===== config.mk =====
export PLATFORM = sky130hd
export DESIGN_NAME = resonator_osc_flat
export DESIGN_NICKNAME = d
export VERILOG_FILES = /design/src/rtl/resonator_pkg.sv /design/src/rtl/resonator_if.sv /design/src/rtl/sat_trunc.sv /design/src/rtl/resonator_osc.sv /design/src/flat_wrapper.sv
export SDC_FILE = /design/constraint.sdc
export NUM_CORES = 1
export LEC_CHECK = 0
export ABC_AREA = 1
export CORE_MARGIN = 8
export CORE_UTILIZATION = 65
export CTS_BUF_LIST = sky130_fd_sc_hd__clkbuf_4 sky130_fd_sc_hd__clkbuf_8
export DETAILED_ROUTE_END_ITERATION = 7
export PLACE_DENSITY_LB_ADDON = 0.15
export SETUP_SLACK_MARGIN = 0.15
export SYNTH_ARGS = -nofsm -noshare
export SYNTH_HDL_FRONTEND = slang
export SYNTH_SLANG_ARGS = --single-unit

===== constraint.sdc =====
create_clock -name clk -period 9.8 [get_ports clk]
set_clock_uncertainty 0.2 [all_clocks]
set_input_delay 1.47 -clock clk [delete_from_list [all_inputs] [get_ports clk]]
set_output_delay 1.47 -clock clk [all_outputs]
set_load 0.01 [all_outputs]

===== src/rtl/resonator_pkg.sv =====
// Shared types and constants for the resonator oscillator.
package resonator_pkg;

  typedef enum logic [1:0] {
    ST_IDLE = 2'd0,
    ST_KICK = 2'd1,
    ST_RUN  = 2'd2
  } state_e;

  localparam int COEF_W_DEF     = 16;
  localparam int COEF_FRAC_W    = COEF_W_DEF - 2;
  localparam int COEF_RESET_DEF = 16384;

  // Coefficients are Q2.x: two integer bits including sign.
  function automatic int q_frac_w(input int coef_w);
    return coef_w - 2;
  endfunction

endpackage


===== src/rtl/resonator_if.sv =====
// Control, coefficient handshake and sample output bundle of the resonator.
interface resonator_if #(
  parameter int DATA_W = 8,
  parameter int COEF_W = 16
);
  logic                     sample_en;
  logic                     start;
  logic                     stop;
  logic signed [DATA_W-1:0] amp;
  logic signed [COEF_W-1:0] coef_in;
  logic                     coef_valid;
  logic                     coef_ready;
  logic signed [DATA_W-1:0] out;
  logic                     out_valid;
  logic                     sat;

  modport master (
    output sample_en, start, stop, amp, coef_in, coef_valid,
    input  coef_ready, out, out_valid, sat
  );

  modport slave (
    input  sample_en, start, stop, amp, coef_in, coef_valid,
    output coef_ready, out, out_valid, sat
  );
endinterface


===== src/rtl/sat_trunc.sv =====
// Signed saturating narrower: clamps IN_W to OUT_W range and flags any clip.
module sat_trunc #(
  parameter int IN_W  = 16,
  parameter int OUT_W = 8
) (
  input  logic signed [IN_W-1:0]  in_i,
  output logic signed [OUT_W-1:0] out_o,
  output logic                    clip_o
);
  logic [IN_W-OUT_W:0] top_s;

  // Value fits when all bits above the target sign bit equal the sign.
  always_comb begin
    top_s = in_i[IN_W-1:OUT_W-1];
    if ((&top_s) || !(|top_s)) begin
      out_o  = in_i[OUT_W-1:0];
      clip_o = 1'b0;
    end else begin
      out_o  = in_i[IN_W-1] ? {1'b1, {(OUT_W-1){1'b0}}} : {1'b0, {(OUT_W-1){1'b1}}};
      clip_o = 1'b1;
    end
  end
endmodule


===== src/rtl/resonator_osc.sv =====
// Impulse-kicked second-order resonator: y = 2cos(w)*y1 - y2, with a
// handshaked coefficient update applied on the next sample.
module resonator_osc
  import resonator_pkg::*;
#(
  parameter int DATA_W     = 8,
  parameter int GUARD_W    = 4,
  parameter int COEF_W     = COEF_W_DEF,
  parameter int COEF_RESET = COEF_RESET_DEF
) (
  input logic        clk,
  input logic        reset,
  resonator_if.slave bus
);
  localparam int STATE_W = DATA_W + GUARD_W;
  localparam int PROD_W  = COEF_W + STATE_W;
  localparam int SUM_W   = PROD_W + 1;
  localparam int FRAC_W  = q_frac_w(COEF_W);

  state_e                    state_q, state_d;
  logic signed [STATE_W-1:0] y1_q, y1_d, y2_q, y2_d, y_state_s;
  logic signed [DATA_W-1:0]  amp_q, amp_d, out_q, out_d, y_out_s;
  logic signed [COEF_W-1:0]  coef_q, coef_d, pend_q, pend_d, coef_use_s;
  logic                      pend_v_q, pend_v_d, out_valid_q, out_valid_d, sat_q, sat_d;
  logic                      clip_state_s, clip_out_s;
  logic signed [PROD_W-1:0]  coef_ext_s, y1_ext_s, prod_s, shift_s;
  logic signed [SUM_W-1:0]   y_calc_s, y_raw_s;

  // A pending coefficient takes effect on the sample that retires it.
  assign coef_use_s = pend_v_q ? pend_q : coef_q;
  assign coef_ext_s = {{STATE_W{coef_use_s[COEF_W-1]}}, coef_use_s};
  assign y1_ext_s   = {{COEF_W{y1_q[STATE_W-1]}}, y1_q};
  assign prod_s     = coef_ext_s * y1_ext_s;
  assign shift_s    = prod_s >>> FRAC_W;
  assign y_calc_s   = {shift_s[PROD_W-1], shift_s} - {{(SUM_W-STATE_W){y2_q[STATE_W-1]}}, y2_q};
  assign y_raw_s    = (state_q == ST_KICK) ? {{(SUM_W-DATA_W){amp_q[DATA_W-1]}}, amp_q} : y_calc_s;

  sat_trunc #(.IN_W(SUM_W), .OUT_W(STATE_W)) u_sat_state (
    .in_i(y_raw_s), .out_o(y_state_s), .clip_o(clip_state_s)
  );

  sat_trunc #(.IN_W(STATE_W), .OUT_W(DATA_W)) u_sat_out (
    .in_i(y_state_s), .out_o(y_out_s), .clip_o(clip_out_s)
  );

  // Next-state: FSM, recursion update, coefficient handshake.
  always_comb begin
    state_d     = state_q;
    y1_d        = y1_q;
    y2_d        = y2_q;
    amp_d       = amp_q;
    out_d       = out_q;
    out_valid_d = 1'b0;
    sat_d       = sat_q;
    coef_d      = coef_q;
    pend_d      = pend_q;
    pend_v_d    = pend_v_q;

    if (bus.coef_valid && !pend_v_q) begin
      pend_d   = bus.coef_in;
      pend_v_d = 1'b1;
    end else if (bus.sample_en && pend_v_q) begin
      coef_d   = pend_q;
      pend_v_d = 1'b0;
    end else begin
      pend_v_d = pend_v_q;
    end

    case (state_q)
      ST_IDLE: begin
        out_d = '0;
        if (bus.start && !bus.stop) begin
          state_d = ST_KICK;
          amp_d   = bus.amp;
          sat_d   = 1'b0;
        end else begin
          state_d = ST_IDLE;
        end
      end
      ST_KICK, ST_RUN: begin
        if (bus.stop) begin
          state_d = ST_IDLE;
          y1_d    = '0;
          y2_d    = '0;
          out_d   = '0;
        end else if (bus.sample_en) begin
          state_d     = ST_RUN;
          y1_d        = y_state_s;
          y2_d        = y1_q;
          out_d       = y_out_s;
          out_valid_d = 1'b1;
          sat_d       = sat_q | clip_state_s | clip_out_s;
        end else begin
          state_d = state_q;
        end
      end
      default: begin
        state_d = ST_IDLE;
        y1_d    = '0;
        y2_d    = '0;
        out_d   = '0;
      end
    endcase
  end

  // State registers with synchronous active-low reset.
  always_ff @(posedge clk) begin
    if (!reset) begin
      state_q     <= ST_IDLE;
      y1_q        <= '0;
      y2_q        <= '0;
      amp_q       <= '0;
      out_q       <= '0;
      out_valid_q <= 1'b0;
      sat_q       <= 1'b0;
      coef_q      <= COEF_W'(COEF_RESET);
      pend_q      <= '0;
      pend_v_q    <= 1'b0;
    end else begin
      state_q     <= state_d;
      y1_q        <= y1_d;
      y2_q        <= y2_d;
      amp_q       <= amp_d;
      out_q       <= out_d;
      out_valid_q <= out_valid_d;
      sat_q       <= sat_d;
      coef_q      <= coef_d;
      pend_q      <= pend_d;
      pend_v_q    <= pend_v_d;
    end
  end

  assign bus.coef_ready = !pend_v_q;
  assign bus.out        = out_q;
  assign bus.out_valid  = out_valid_q;
  assign bus.sat        = sat_q;
endmodule

===== src/flat_wrapper.sv =====
// flat-port wrapper written by rule: the top's interface ports become plain ports
module resonator_osc_flat import resonator_pkg::*;
#(
  parameter int DATA_W     = 8,
  parameter int GUARD_W    = 4,
  parameter int COEF_W     = COEF_W_DEF,
  parameter int COEF_RESET = COEF_RESET_DEF
)
  (clk, reset, bus_sample_en, bus_start, bus_stop, bus_amp, bus_coef_in, bus_coef_valid, bus_coef_ready, bus_out, bus_out_valid, bus_sat);
  resonator_if #(.DATA_W(DATA_W), .COEF_W(COEF_W)) bus_i ();
  input logic clk;
  input logic reset;
  input wire logic [$bits(bus_i.sample_en)-1:0] bus_sample_en;
  input wire logic [$bits(bus_i.start)-1:0] bus_start;
  input wire logic [$bits(bus_i.stop)-1:0] bus_stop;
  input wire logic [$bits(bus_i.amp)-1:0] bus_amp;
  input wire logic [$bits(bus_i.coef_in)-1:0] bus_coef_in;
  input wire logic [$bits(bus_i.coef_valid)-1:0] bus_coef_valid;
  output wire logic [$bits(bus_i.coef_ready)-1:0] bus_coef_ready;
  output wire logic [$bits(bus_i.out)-1:0] bus_out;
  output wire logic [$bits(bus_i.out_valid)-1:0] bus_out_valid;
  output wire logic [$bits(bus_i.sat)-1:0] bus_sat;
  assign bus_i.sample_en = bus_sample_en;
  assign bus_i.start = bus_start;
  assign bus_i.stop = bus_stop;
  assign bus_i.amp = bus_amp;
  assign bus_i.coef_in = bus_coef_in;
  assign bus_i.coef_valid = bus_coef_valid;
  assign bus_coef_ready = bus_i.coef_ready;
  assign bus_out = bus_i.out;
  assign bus_out_valid = bus_i.out_valid;
  assign bus_sat = bus_i.sat;
  resonator_osc #(.DATA_W(DATA_W), .GUARD_W(GUARD_W), .COEF_W(COEF_W), .COEF_RESET(COEF_RESET)) u_core (.clk(clk), .reset(reset), .bus(bus_i));
endmodule

# Yosys cells after proc, flatten, opt, wreduce, memory -nomap -nowiden
# Cells that the tools add are included.
[classes]
n_addsub = 1
multipliers = 1
n_eq_ne = 6
muxes = 25
bitwise = 6
n_reduce_logical = 22
[op_table]
columns = ["operator", "n"]
rows = [
  ["$mux 12", 6],
  ["$pmux 12 s2", 2],
  ["$mux 29", 1],
  ["$mul 16x12->28", 1],
  ["$reduce_and 18->1", 1],
  ["$reduce_or 18->1", 1],
  ["$mux 16", 1],
  ["$mux 8", 2],
  ["$sub 14x12->15", 1],
  ["$mux 1", 9],
  ["$reduce_and 2->1", 3],
  ["$reduce_and 5->1", 1],
  ["$reduce_or 5->1", 1],
  ["$logic_not 1->1", 4],
  ["$mux 2", 2],
  ["$ne 2x2->1 const B", 2],
  ["$not 1->1", 4],
  ["$pmux 2 s2", 1],
  ["$reduce_and 4->1", 1],
  ["$reduce_bool 2->1", 2],
  ["$logic_and 1x1->1", 3],
  ["$ne 3x3->1 const B", 1],
  ["$reduce_or 3->1", 1],
  ["$eq 2x1->1 const B", 1],
  ["other kinds (7)", 9],
]
[totals]
register_bits = 77
out_inout_bits = 11
word_cells = 71

# Longest topological paths before layout
# Gate-level depths: netlist of run 1.
[depth]
depth_word = 16
depth_mapped = 52
ltp_nobuf = 49

# Hierarchy
# A second synthesis of run 1 with hierarchy kept.
[unflattened]
hier_cells = 1596
area_unflattened_um2 = 11483.5
[modules_own_cells]
columns = ["mod", "n_inst", "cells_each", "area_each_um2", "seq_area_each_um2"]
rows = [
  ["resonator_osc", 1, 1510, 11099.4, 1541.5],
  ["sat_trunc (u_core.u_sat_state)", 1, 57, 256.5, 0.0],
  ["sat_trunc (u_core.u_sat_out)", 1, 29, 127.6, 0.0],
]

# Worst setup path before layout of run 1
# OpenSTA, ideal clock, no wires.
[synth_timing]
path_kind = "reg2reg"
start = "reg u_core.pend_v_q"
end = "reg u_core.out_q[0], in the netlist u_core.bus.out[0]"
setup_ps = 126
t_arrival_ps = 7346
required_time_ps = 9474
path_slack_ps = 2128
path_stages_with_launch = 37
cell_sequence = "dfxtp_1 > clkbuf_1 > inv_1 > clkbuf_1 > o21ai_0 > clkinv_1 > nand2_1 > fa_1 > fa_1 > inv_1 > fa_1 > fa_1 > inv_1 > fa_1 > inv_1 > ha_1 > nand4_1 > o41ai_1 > a21oi_1 > nor3_1 > o21ai_0 > xnor2_1 > ha_1 > a21oi_1 > nand2_1 > nor2_1 > nand2_1 > nand2_1 > nand3_2 > nand2_4 > inv_2 > nand2_1 > nand2_4 > a21oi_4 > nand2_2 > a21oi_4 > a21oi_1"
[synth_via]
elab_chain_cells = 12
elab_cells_between_ends = 16
classes_between = "1 x add/sub; 1 x mul; 6 x mux; 8 x reduce/logical"
[synth_lines]
columns = ["element", "line_no", "rtl"]
rows = [
  ["from (decl)", "resonator_osc.sv:24", "logic pend_v_q, pend_v_d, out_valid_q, out_valid_d, sat_q, sat_d;"],
  ["from (signal assigned)", "resonator_osc.sv:129", "pend_v_q <= pend_v_d;"],
  ["$mux 16 (*)", "resonator_osc.sv:30", "assign coef_use_s = pend_v_q ? pend_q : coef_q;"],
  ["$mul 16x12->28 (*)", "resonator_osc.sv:33", "assign prod_s = coef_ext_s * y1_ext_s;"],
  ["$sub 14x12->15 (*)", "resonator_osc.sv:35", "assign y_calc_s = {shift_s[PROD_W-1], shift_s} - {{(SUM_W-STATE_W){y2_q[STATE_W-1]}}, y2_q};"],
  ["$mux 29 (*)", "resonator_osc.sv:36", "assign y_raw_s = (state_q == ST_KICK) ? {{(SUM_W-DATA_W){amp_q[DATA_W-1]}}, amp_q} : y_calc_s;"],
  ["$reduce_or 18->1", "sat_trunc.sv:15", "if ((&top_s) || !(|top_s)) begin"],
  ["$logic_not 1->1", "sat_trunc.sv:15", ""],
  ["$logic_or 1x1->1", "sat_trunc.sv:15", ""],
  ["$mux 12 (*)", "sat_trunc.sv:15", ""],
  ["$reduce_or 5->1", "sat_trunc.sv:15", ""],
  ["$logic_not 1->1", "sat_trunc.sv:15", ""],
  ["$logic_or 1x1->1", "sat_trunc.sv:15", ""],
  ["$mux 8 (*)", "sat_trunc.sv:15", ""],
  ["to (signal assigned)", "resonator_osc.sv:124", "out_q <= out_d;"],
  ["to (decl)", "resonator_osc.sv:22", "logic signed [DATA_W-1:0] amp_q, amp_d, out_q, out_d, y_out_s;"],
]
# Mark *: on every way between the ends. The rest lies on a longest branch, timed or not.
# A chain may end at the register's enable or synchronous reset.

# Worst setup path in the final report of run 1
[layout_timing]
start = "reg u_core.pend_v_q"
end = "reg u_core.out_q[2], in the netlist u_core.bus.out[2]"
# Same word-level chain as after synthesis.

==> results of run 1 <==
-- state kept, by name, summed over array words and instances (netlist names) --
signal / cells
u_core.bus.sat: 1
u_core.pend_v_q: 1
u_core.y1_q: 12
u_core.coef_q: 16
u_core.bus.out: 8
u_core.amp_q: 8
u_core.state_q: 2
u_core.pend_q: 16
u_core.y2_q: 12
u_core.bus.out_valid: 1
-- logic make-up (layout without fill, tap and decap cells) --
| group | Yosys count | count (layout) | synth area share |
|---|---|---|---|
| buffers and inverters | 357 | 382 | 0.126 |
| and+or+nand+nor | 488 | 488 | 0.184 |
| adders and majority gates | 250 | 250 | 0.419 |
| AOI/OAI and AO/OA | 198 | 198 | 0.102 |
| xor gates and xnor gates | 28 | 28 | 0.0231 |
| DFF | 77 | 77 | 0.145 |
-- Yosys cell counts (all sizes together), types with 2 or more instances --
master,instances
o22ai,11
o211ai,5
o21ai,84
a21oi,86
clkbuf,35
or2,7
nand3,25
ha,73
nand2,277
xor2,11
dfxtp,77
xnor2,17
buf,2
nor3,2
inv,312
o21bai,4
nor2,168
clkinv,8
nand4,6
fa,177
-- routing by layer --
metal	up-vias	wire length, um
li1	4243	-
met1	4243	10900
met2	391	12400
met3	93	2120
met4	0	1280
met5	-	0
-- power by group through the flow --
stage / registers [mW] / logic (mW) / clock network, mW
global placement: 0.347 / 0.335 / 0
global route: 0.342 / 0.378 / 0.310
finish: 0.340 / 0.340 / 0.293
floorplan: 0.343 / 0.241 / 0
CTS: 0.340 / 0.336 / 0.294
detailed placement: 0.347 / 0.334 / 0
-- final timing paths --
check / startpoint / slack (ps) / end / depth (start not counted)
worst max-delay path: u_core.pend_v_q / 830 / u_core.bus.out[2] / 39
worst min-delay path: u_core.coef_q[2] / 260 / u_core.coef_q[2] / 2
worst max register to register: u_core.pend_v_q / 830 / u_core.bus.out[2] / 39
worst min register to register: u_core.coef_q[2] / 260 / u_core.coef_q[2] / 2
-- area by class of cell --
cell class | count | share of cell area
clock buffers | 10 | 0.0115
clock inverters | 6 | 0.00972
inverters | 320 | 0.105
multi-input cells | 964 | 0.677
flip-flops and latches | 77 | 0.135
well taps | 216 | 0.0236
repair buffers | 46 | 0.0389
-- critical path: cells and delay by family (launching register included) --
kind / cells / cell delay [ps]
AO/OA/AOI/OAI: 9 / 1860
buffers and inverters: 5 / 910
flip-flops: 1 / 480
AND/OR/NAND/NOR: 18 / 2260
adder cells (fa/ha/maj): 7 / 3140
-- timing repair --
action	in CTS	in global routing
gates resized for setup	0	3
setup endpoints to repair	0	18
hold buffers	0	0
==> flow_metrics.env, run 1 <==
export IMPL_cts_tree="built"
export IMPL_final_area_mm2=0.0115
export IMPL_finalHoldViolCount=0
export IMPL_hold_ws_ps=256
export IMPL_clock_tree_root_cell="sky130_fd_sc_hd__clkbuf_8"
export IMPL_routedWlPerCell_um=16.3
export IMPL_power_sequential_fraction=0.349
export IMPL_fmax_mhz=111
export IMPL_netlist_area_leader_share=0.333
export IMPL_initial_cell_density_of_the_core=0.667
export IMPL_post_route_util=0.719
export IMPL_hpwlAfterDp_um=22100
export IMPL_finalSetupViolations=0
export IMPL_num_fill_cells=1396
export IMPL_grt_util_met3=0.0511
export IMPL_cts_root_to_sink_buffers=2
export IMPL_timing_worst_slew_pin_value_ps=1030
export IMPL_core_area_mm2=0.0159
export IMPL_wire_length_of_the_first_global_routing_pass_um=45200
export IMPL_worstPathArrival_ps=9000
export IMPL_area_growth_syn_to_layout_pct=7.77
export IMPL_maximum_number_of_pins_on_one_net_before_global_route_repair=45
export IMPL_critPathRequiredTime_ps=9820
export IMPL_wirelength_um=26700
export IMPL_avgViaCountPerCell=5.47
export IMPL_antennaDiodeCount=0
export IMPL_sw_frac_of_total=0.373
export IMPL_drive_above_1_share=0.0365
export IMPL_synth_edff_count=0
export IMPL_ir_worst_vdd_uv=110
export IMPL_crit_fanout=27
export IMPL_timing_final_max_slew_violations=0
export IMPL_report_power_total_mw=0.974
export IMPL_die_height_um=144
export IMPL_syn_inst=1398
export IMPL_placed_cells=1623
export IMPL_worst_setup_path_end_kind="register"
export IMPL_grt_antenna_before_repair=0
export IMPL_synth_seq_cells=77
export IMPL_synth_fp_nets=1678
export IMPL_die_w_um=144
export IMPL_hold_path_class="register to register"
export IMPL_postSynth_asyncResetShare=0
export IMPL_worst_setup_path_type="register to register"
export IMPL_first_global_vias=9285
export IMPL_layout_setup_ws_ps=829
export IMPL_layout_cells_most_common_list="sky130_fd_sc_hd__inv_1 (308), sky130_fd_sc_hd__nand2_1 (269), sky130_fd_sc_hd__fa_1 (177), sky130_fd_sc_hd__nor2_1 (166), sky130_fd_sc_hd__a21oi_1 (82)"
export IMPL_synthTopCellsByArea="sky130_fd_sc_hd__fa_1 (33%), sky130_fd_sc_hd__dfxtp_1 (14%), sky130_fd_sc_hd__inv_1 (11%), sky130_fd_sc_hd__nand2_1 (9.5%), sky130_fd_sc_hd__ha_1 (8.6%)"
export IMPL_met1_usage=0.355
export IMPL_clkPwrFrac=0.301
export IMPL_yosys_most_used_dff="sky130_fd_sc_hd__dfxtp_1"
export IMPL_numCtsBuffers=9
export IMPL_post_place_ws_ps=672
export IMPL_final_period_minus_worst_setup_slack_ps=8970
export IMPL_critPathLaunchType="register"
export IMPL_grtUsageMet2=0.456
export IMPL_yosys_warnings=0
export IMPL_postCtsSetupRepairBufs=0
export IMPL_timing_critical_path_mode_cell="sky130_fd_sc_hd__nand2_1"
export IMPL_multi_input_comb_area_mm2=0.00776
export IMPL_fin_cells=1639
export IMPL_detailed_place_area_mm2=0.0112
export IMPL_ctsHtreeMaxLevel=3
export IMPL_routabilityCongestion=0.947
export IMPL_grt_overflow=0
export IMPL_layout_cells_most_common="sky130_fd_sc_hd__inv_1"
export IMPL_worstSkewPairLatency_ps=350
export IMPL_route_vias_total=8970
export IMPL_finalSetupTns_ps=0
export IMPL_timing_slew_headroom=0.305
export IMPL_finalNetCount=1698
export IMPL_netlist_cell_type_count=42
export IMPL_outcome="complete, no violations"
export IMPL_drtIter0Drc=717
export IMPL_port_buffers=40
export IMPL_synth_top_area_cell="sky130_fd_sc_hd__fa_1"
export IMPL_power_static_leakage_nw=5.65
export IMPL_ant_nets=0
export IMPL_die_area_mm2=0.0207
export IMPL_power_internal_mw=0.610
export IMPL_cts_reportedPaths_clkPinSlew_ps=80
export IMPL_globalRoute_busiestLayer="met2"
export IMPL_netSwitchingPower_mw=0.363
export IMPL_final_period_utilization=0.915
export IMPL_drc=0
export IMPL_yosysSeqAreaShare=0.145
export IMPL_detailedRoute_firstPassIterationCount=5
export IMPL_register_area_mm2=0.00154
export IMPL_average_size_of_a_mapped_cell_um2=7.61
export IMPL_cap_viol_max_count=0
export IMPL_cts_sinks=77
export IMPL_rows=46
export IMPL_syn_area_mm2=0.0106
export IMPL_combPwrFrac=0.349
export IMPL_grt_use_total=0.280
export IMPL_critical_path_max_stage_delay_ps=540
export IMPL_critical_path_slowest_cell="sky130_fd_sc_hd__fa_1"
export IMPL_unrepaired_setup_endpoints_after_global_routing="false"
export IMPL_design_portCount=41
export IMPL_powerDensity_mw_per_mm2=85.0
(Power assumes the default switching activity.)
==> run 2, diff against run 1 <==
SLEW_MARGIN = 30   (was unset)
TNS_END_PERCENT = 100   (was unset)
==> run 2 against run 1 <==
  * Utilization about the same
  * Non-clock buffer count did not move
  * Die area stayed put
  * Global-route usage unchanged
  * Count of clock-buffer cells in the layout stayed put
  * Critical path depth stayed put
  * Largest power group unchanged
  * Cell area hardly changed
  * Maximum frequency is essentially flat
  * Power barely moved
  * Highest routed layer unchanged
==> flow_metrics.env, run 2 (synthesized netlist as in run 1, its figures left out) <==
export IMPL_timing_critical_path_mode_cell="sky130_fd_sc_hd__nand2_1"
export IMPL_die_w_um=144
export IMPL_hold_path_class="register to register"
export IMPL_top_layer="met4"
export IMPL_core_area_mm2=0.0159
export IMPL_design_portCount=41
export IMPL_final_period_utilization=0.916
export IMPL_worstPathArrival_ps=9000
export IMPL_initial_cell_density_of_the_core=0.667
export IMPL_first_global_vias=9285
export IMPL_critical_path_slowest_cell="sky130_fd_sc_hd__fa_1"
export IMPL_routedWlPerCell_um=16.2
export IMPL_route_vias_total=8924
export IMPL_top_regs="u_core.coef_q (16), u_core.pend_q (16)"
export IMPL_numCtsBuffers=9
export IMPL_final_period_minus_worst_setup_slack_ps=8980
export IMPL_outcome="complete, no violations"
export IMPL_cts_sinks=77
export IMPL_die_height_um=144
export IMPL_min_delay_path_depth=2
export IMPL_rr_worst_depth=39
export IMPL_avgViaCountPerCell=5.44
export IMPL_finalSetupTns_ps=0
export IMPL_power_sequential_fraction=0.350
export IMPL_drtIter0Drc=806
export IMPL_timing_hold_worst_endpoint="u_core.coef_q[2]"
export IMPL_num_fill_cells=1395
export IMPL_grt_use_total=0.280
export IMPL_area_growth_syn_to_layout_pct=7.79
export IMPL_cts_root_to_sink_buffers=2
export IMPL_routabilityCongestion=0.947
export IMPL_netSwitchingPower_mw=0.363
export IMPL_min_delay_start="u_core.coef_q[2]"
export IMPL_ant_nets=0
export IMPL_drc=0
export IMPL_finalSetupViolations=0
export IMPL_wl_met1_um=10700
export IMPL_clkPwrFrac=0.300
export IMPL_cap_viol_max_count=0
export IMPL_cts_reportedPaths_clkPinSlew_ps=80
export IMPL_port_buffers=40
export IMPL_met2_length_um=12400
export IMPL_detailedRoute_firstPassIterationCount=5
export IMPL_final_area_mm2=0.0115
export IMPL_power_internal_mw=0.610
export IMPL_unrepaired_setup_endpoints_after_global_routing="false"
export IMPL_post_cts_hold_buffers=0
export IMPL_finalHoldViolCount=0
export IMPL_drive_above_1_share=0.0372
export IMPL_detailed_place_area_mm2=0.0112
export IMPL_layout_cells_most_common_list="sky130_fd_sc_hd__inv_1 (308), sky130_fd_sc_hd__nand2_1 (269), sky130_fd_sc_hd__fa_1 (177), sky130_fd_sc_hd__nor2_1 (165), sky130_fd_sc_hd__a21oi_1 (82)"
export IMPL_ctsHtreeMaxLevel=3
export IMPL_die_area_mm2=0.0207
export IMPL_placed_cells=1623
export IMPL_postCtsSetupRepairBufs=0
export IMPL_grt_antenna_before_repair=0
export IMPL_worst_setup_path_type="register to register"
export IMPL_critical_path_max_stage_delay_ps=540
export IMPL_worst_setup_path_end_kind="register"
export IMPL_report_power_total_mw=0.973
export IMPL_regToRegEndpoint="u_core.bus.out[2]"
export IMPL_grt_overflow=0
export IMPL_crit_fanout=27
export IMPL_fin_cells=1639
export IMPL_power_static_leakage_nw=5.65
export IMPL_met3RoutedLength_um=2300
export IMPL_ff2ff_setup_slack_ps=820
export IMPL_multi_input_comb_area_mm2=0.00776
export IMPL_layout_cells_most_common="sky130_fd_sc_hd__inv_1"
export IMPL_cts_tree="built"
export IMPL_finalNetCount=1698
export IMPL_powerDensity_mw_per_mm2=84.9
export IMPL_reg2reg_from="u_core.pend_v_q"
export IMPL_sw_frac_of_total=0.373
export IMPL_timing_worst_slew_pin_value_ps=1010
export IMPL_timing_final_max_slew_violations=0
export IMPL_critPathLaunchType="register"
export IMPL_register_area_mm2=0.00154
export IMPL_wirelength_um=26600
export IMPL_hpwlAfterDp_um=22100
export IMPL_combPwrFrac=0.350
export IMPL_maximum_number_of_pins_on_one_net_before_global_route_repair=45
export IMPL_wire_length_of_the_first_global_routing_pass_um=45200
export IMPL_ir_worst_vdd_uv=110
export IMPL_worstSkewPairLatency_ps=340
export IMPL_critPathRequiredTime_ps=9820
export IMPL_rows=46
export IMPL_fmax_mhz=111
export IMPL_timing_slew_headroom=0.322
export IMPL_antennaDiodeCount=0
export IMPL_clock_tree_root_cell="sky130_fd_sc_hd__clkbuf_8"
run 2: worst max-delay path: cells and delay by family, from the launching register on:
family	cells	cell delay [ps]
flip-flops	1	480
AND/OR/NAND/NOR	18	2230
AO/OA/AOI/OAI	9	1870
adder cells (fa/ha/maj)	7	3150
buffers and inverters	5	920
run 2: power groups by stage:
stage	Clock, mW	Combinational (mW)	Sequential (mW)
after floorplan	0	0.241	0.343
after global placement	0	0.335	0.347
after detailed placement	0	0.334	0.347
after CTS	0.294	0.336	0.340
after global routing	0.310	0.379	0.342
final	0.292	0.340	0.340
run 2: routing by layer:
layer  track usage  up-vias
met5             0        -
met4         0.129        0
met3        0.0511       85
met2         0.456      393
met1         0.355     4198
li1              -     4248
run 2: layout make-up:
class | instances | share of cell area
clock buffer | 10 | 0.0115
tap | 216 | 0.0236
clock inverter | 6 | 0.00972
multi-input combinational | 964 | 0.677
timing repair buffer | 46 | 0.0389
sequential | 77 | 0.134
inverter | 320 | 0.105
run 2: stage by stage:
stage / utilization / hold slack, ps / setup WS, ps
2_1_floorplan: - / 229 / 2130
3_3_place_gp: 0.703 / 238 / 732
3_5_place_dp: 0.703 / 246 / 672
4_1_cts: 0.718 / 258 / 653
5_1_grt: 0.719 / 279 / 188
6_report: 0.719 / 255 / 824
run 2: repair_timing:
action,4_1_cts,5_1_grt
endpoints found under the setup margin,0,18
gates resized for setup,0,3
endpoints found under the hold margin,0,0
run 2: worst max path at each step:
| stage | startpoint | end | depth (start not counted) |
|---|---|---|---|
| after CTS | u_core.pend_v_q | u_core.bus.out[2] | 35 |
| final | u_core.pend_v_q | u_core.bus.out[2] | 39 |
| after detailed placement | u_core.pend_v_q | u_core.bus.out[2] | 35 |
| after floorplan | u_core.pend_v_q | u_core.bus.out[0] | 36 |
| after global placement | u_core.pend_v_q | u_core.bus.out[5] | 36 |
| after global routing | u_core.pend_v_q | u_core.bus.sat | 43 |
==> run 3, diff against run 2 <==
clock period = 11.35 ns   (was 9.8 ns; I/O delays follow)
==> run 3 against run 2 <==
  * Count of clock-buffer cells in the layout is the same
  * Flip-flop and latch count is the same
  * Power shrank 18%
  * Non-clock buffer count shrank 3
  * Largest cell class unchanged
  * First-iteration DRC count shrank 1.5%
  * Highest routed layer unchanged
  * Combinational power shrank 14%
  * Clock power shrank 26%
  * Register-to-register slack gained 1100 ps
  * Global-route usage grew 0.36 points
==> flow_metrics.env, run 3 (synthesized netlist as in run 1, its figures left out) <==
export IMPL_outcome="complete, no violations"
export IMPL_final_period_utilization=0.829
export IMPL_crit_fanout=27
export IMPL_critPathRequiredTime_ps=11390
export IMPL_avgViaCountPerCell=5.53
export IMPL_hold_path_class="register to register"
export IMPL_fmax_mhz=106
export IMPL_final_period_minus_worst_setup_slack_ps=9410
export IMPL_cts_tree="built"
export IMPL_rr_worst_depth=36
export IMPL_die_height_um=144
export IMPL_worst_setup_path_end_kind="register"
export IMPL_detailedRoute_firstPassIterationCount=5
export IMPL_die_w_um=144
export IMPL_unrepaired_setup_endpoints_after_global_routing="false"
export IMPL_drc=0
export IMPL_timing_slew_headroom=0.330
export IMPL_wire_length_of_the_first_global_routing_pass_um=45700
export IMPL_port_buffers=40
export IMPL_routabilityCongestion=0.947
export IMPL_core_area_mm2=0.0159
export IMPL_grt_use_total=0.283
export IMPL_worstPathArrival_ps=9450
export IMPL_combPwrFrac=0.364
export IMPL_min_delay_start="u_core.coef_q[10]"
export IMPL_layout_cells_most_common_list="sky130_fd_sc_hd__inv_1 (308), sky130_fd_sc_hd__nand2_1 (269), sky130_fd_sc_hd__fa_1 (177), sky130_fd_sc_hd__nor2_1 (165), sky130_fd_sc_hd__a21oi_1 (82)"
export IMPL_design_portCount=41
export IMPL_numCtsBuffers=9
export IMPL_layout_cells_most_common="sky130_fd_sc_hd__inv_1"
export IMPL_hold_ws_ps=257
export IMPL_critical_path_max_stage_delay_ps=790
export IMPL_ctsHtreeMaxLevel=3
export IMPL_die_area_mm2=0.0207
export IMPL_postCtsSetupRepairBufs=0
export IMPL_finalHoldViolCount=0
export IMPL_timing_hold_worst_endpoint="u_core.coef_q[10]"
export IMPL_worst_setup_path_type="register to register"
export IMPL_top_regs="u_core.coef_q (16), u_core.pend_q (16)"
export IMPL_post_cts_hold_buffers=0
export IMPL_power_static_leakage_nw=5.61
export IMPL_power_sequential_fraction=0.367
export IMPL_cts_resized=0
export IMPL_finalSetupViolations=0
export IMPL_antennaDiodeCount=0
export IMPL_first_global_vias=9147
export IMPL_worstSkewPairLatency_ps=350
export IMPL_ant_nets=0
export IMPL_cts_reportedPaths_clkPinSlew_ps=90
export IMPL_initial_cell_density_of_the_core=0.667
export IMPL_drtIter0Drc=794
export IMPL_critPathLaunchType="register"
export IMPL_cts_sinks=77
export IMPL_maximum_number_of_pins_on_one_net_before_global_route_repair=45
export IMPL_sw_frac_of_total=0.397
export IMPL_netSwitchingPower_mw=0.318
export IMPL_grt_antenna_before_repair=0
export IMPL_wirelength_um=27600
export IMPL_area_growth_syn_to_layout_pct=7.13
export IMPL_finalSetupTns_ps=0
export IMPL_reg2reg_from="u_core.pend_v_q"
export IMPL_critical_path_slowest_cell="sky130_fd_sc_hd__o21ai_0"
export IMPL_cap_viol_max_count=0
export IMPL_route_vias_total=9048
export IMPL_timing_worst_slew_pin_value_ps=995
export IMPL_min_delay_path_depth=2
export IMPL_routedWlPerCell_um=16.8
export IMPL_regToRegEndpoint="u_core.bus.out[1]"
export IMPL_grt_overflow=0
export IMPL_drive_above_1_share=0.0345
export IMPL_ir_worst_vdd_uv=111
export IMPL_ff2ff_setup_slack_ps=1940
export IMPL_clock_tree_root_cell="sky130_fd_sc_hd__clkbuf_8"
export IMPL_powerDensity_mw_per_mm2=70.4
export IMPL_hpwlAfterDp_um=22600
export IMPL_cts_root_to_sink_buffers=2
export IMPL_clkPwrFrac=0.269
export IMPL_timing_final_max_slew_violations=0
export IMPL_rows=46
export IMPL_finalNetCount=1695
export IMPL_power_internal_mw=0.484
-- run 3: changes by cell type in the layout (fill, tap and decap cells not counted), sizes merged --
cell      before  now
buf            6    3
inv          312  314
clkinvlp       1    2
clkinv        10    9
bufinv         3    1
-- run 3: worst max path at each step --
stage / slack [ps] / cells past startpoint / startpoint / to
final: 1940 / 36 / u_core.pend_v_q / u_core.bus.out[1]
after global routing: 1280 / 40 / u_core.pend_v_q / u_core.bus.sat
after CTS: 2150 / 37 / u_core.pend_v_q / u_core.bus.out[1]
after detailed placement: 2180 / 36 / u_core.pend_v_q / u_core.bus.out[1]
after global placement: 2380 / 38 / u_core.pend_v_q / u_core.bus.out[5]
after floorplan: 3680 / 36 / u_core.pend_v_q / u_core.bus.out[0]
-- run 3: metal layers --
layer	wire length, um	track usage	vias up	part of all wire
met2	12800	0.460	404	0.46
met1	10900	0.355	4301	0.40
met5	0	0	-	0
li1	-	-	4238	-
met3	2450	0.0584	105	0.089
met4	1420	0.137	0	0.051
-- run 3: cell type report --
type,instances,area [um^2]
inverter,320,1200
sequential,77,1540
clock buffer,10,131
fill,1326,4550
tap,216,270
clock inverter,6,71.3
multi-input combinational,964,7750
timing repair buffer,43,423
-- run 3: stage by stage --
stage / power [mW] / worst slack [ps] / area [um^2] / cells / utilization
2_1_floorplan: 0.504 / 3680 / 10600 / 1398 / -
3_3_place_gp: 0.584 / 2380 / 11200 / 1620 / 0.702
3_5_place_dp: 0.585 / 2180 / 11200 / 1620 / 0.702
4_1_cts: 0.798 / 2150 / 11400 / 1636 / 0.714
5_1_grt: 0.851 / 1280 / 11400 / 1636 / 0.714
6_report: 0.802 / 1940 / 11400 / 1636 / 0.714
-- run 3: power by group through the flow --
stage                     Sequential [mW]  Combinational [mW]  Clock (mW)
after floorplan                     0.296               0.208           0
after CTS                           0.294               0.287       0.218
after detailed placement            0.300               0.285           0
after global routing                0.296               0.323       0.232
after global placement              0.300               0.284           0
final                               0.294               0.292       0.216
-- run 3: worst max-delay path, delay by kind of cell (launching register included) --
kind,cells,cell delay [ps]
adders and majority gates,7,3190
AOI/OAI and AO/OA,7,2460
and+or+nand+nor,14,1630
buffers and inverters,7,1220
DFF,1,480
xor gates and xnor gates,1,130
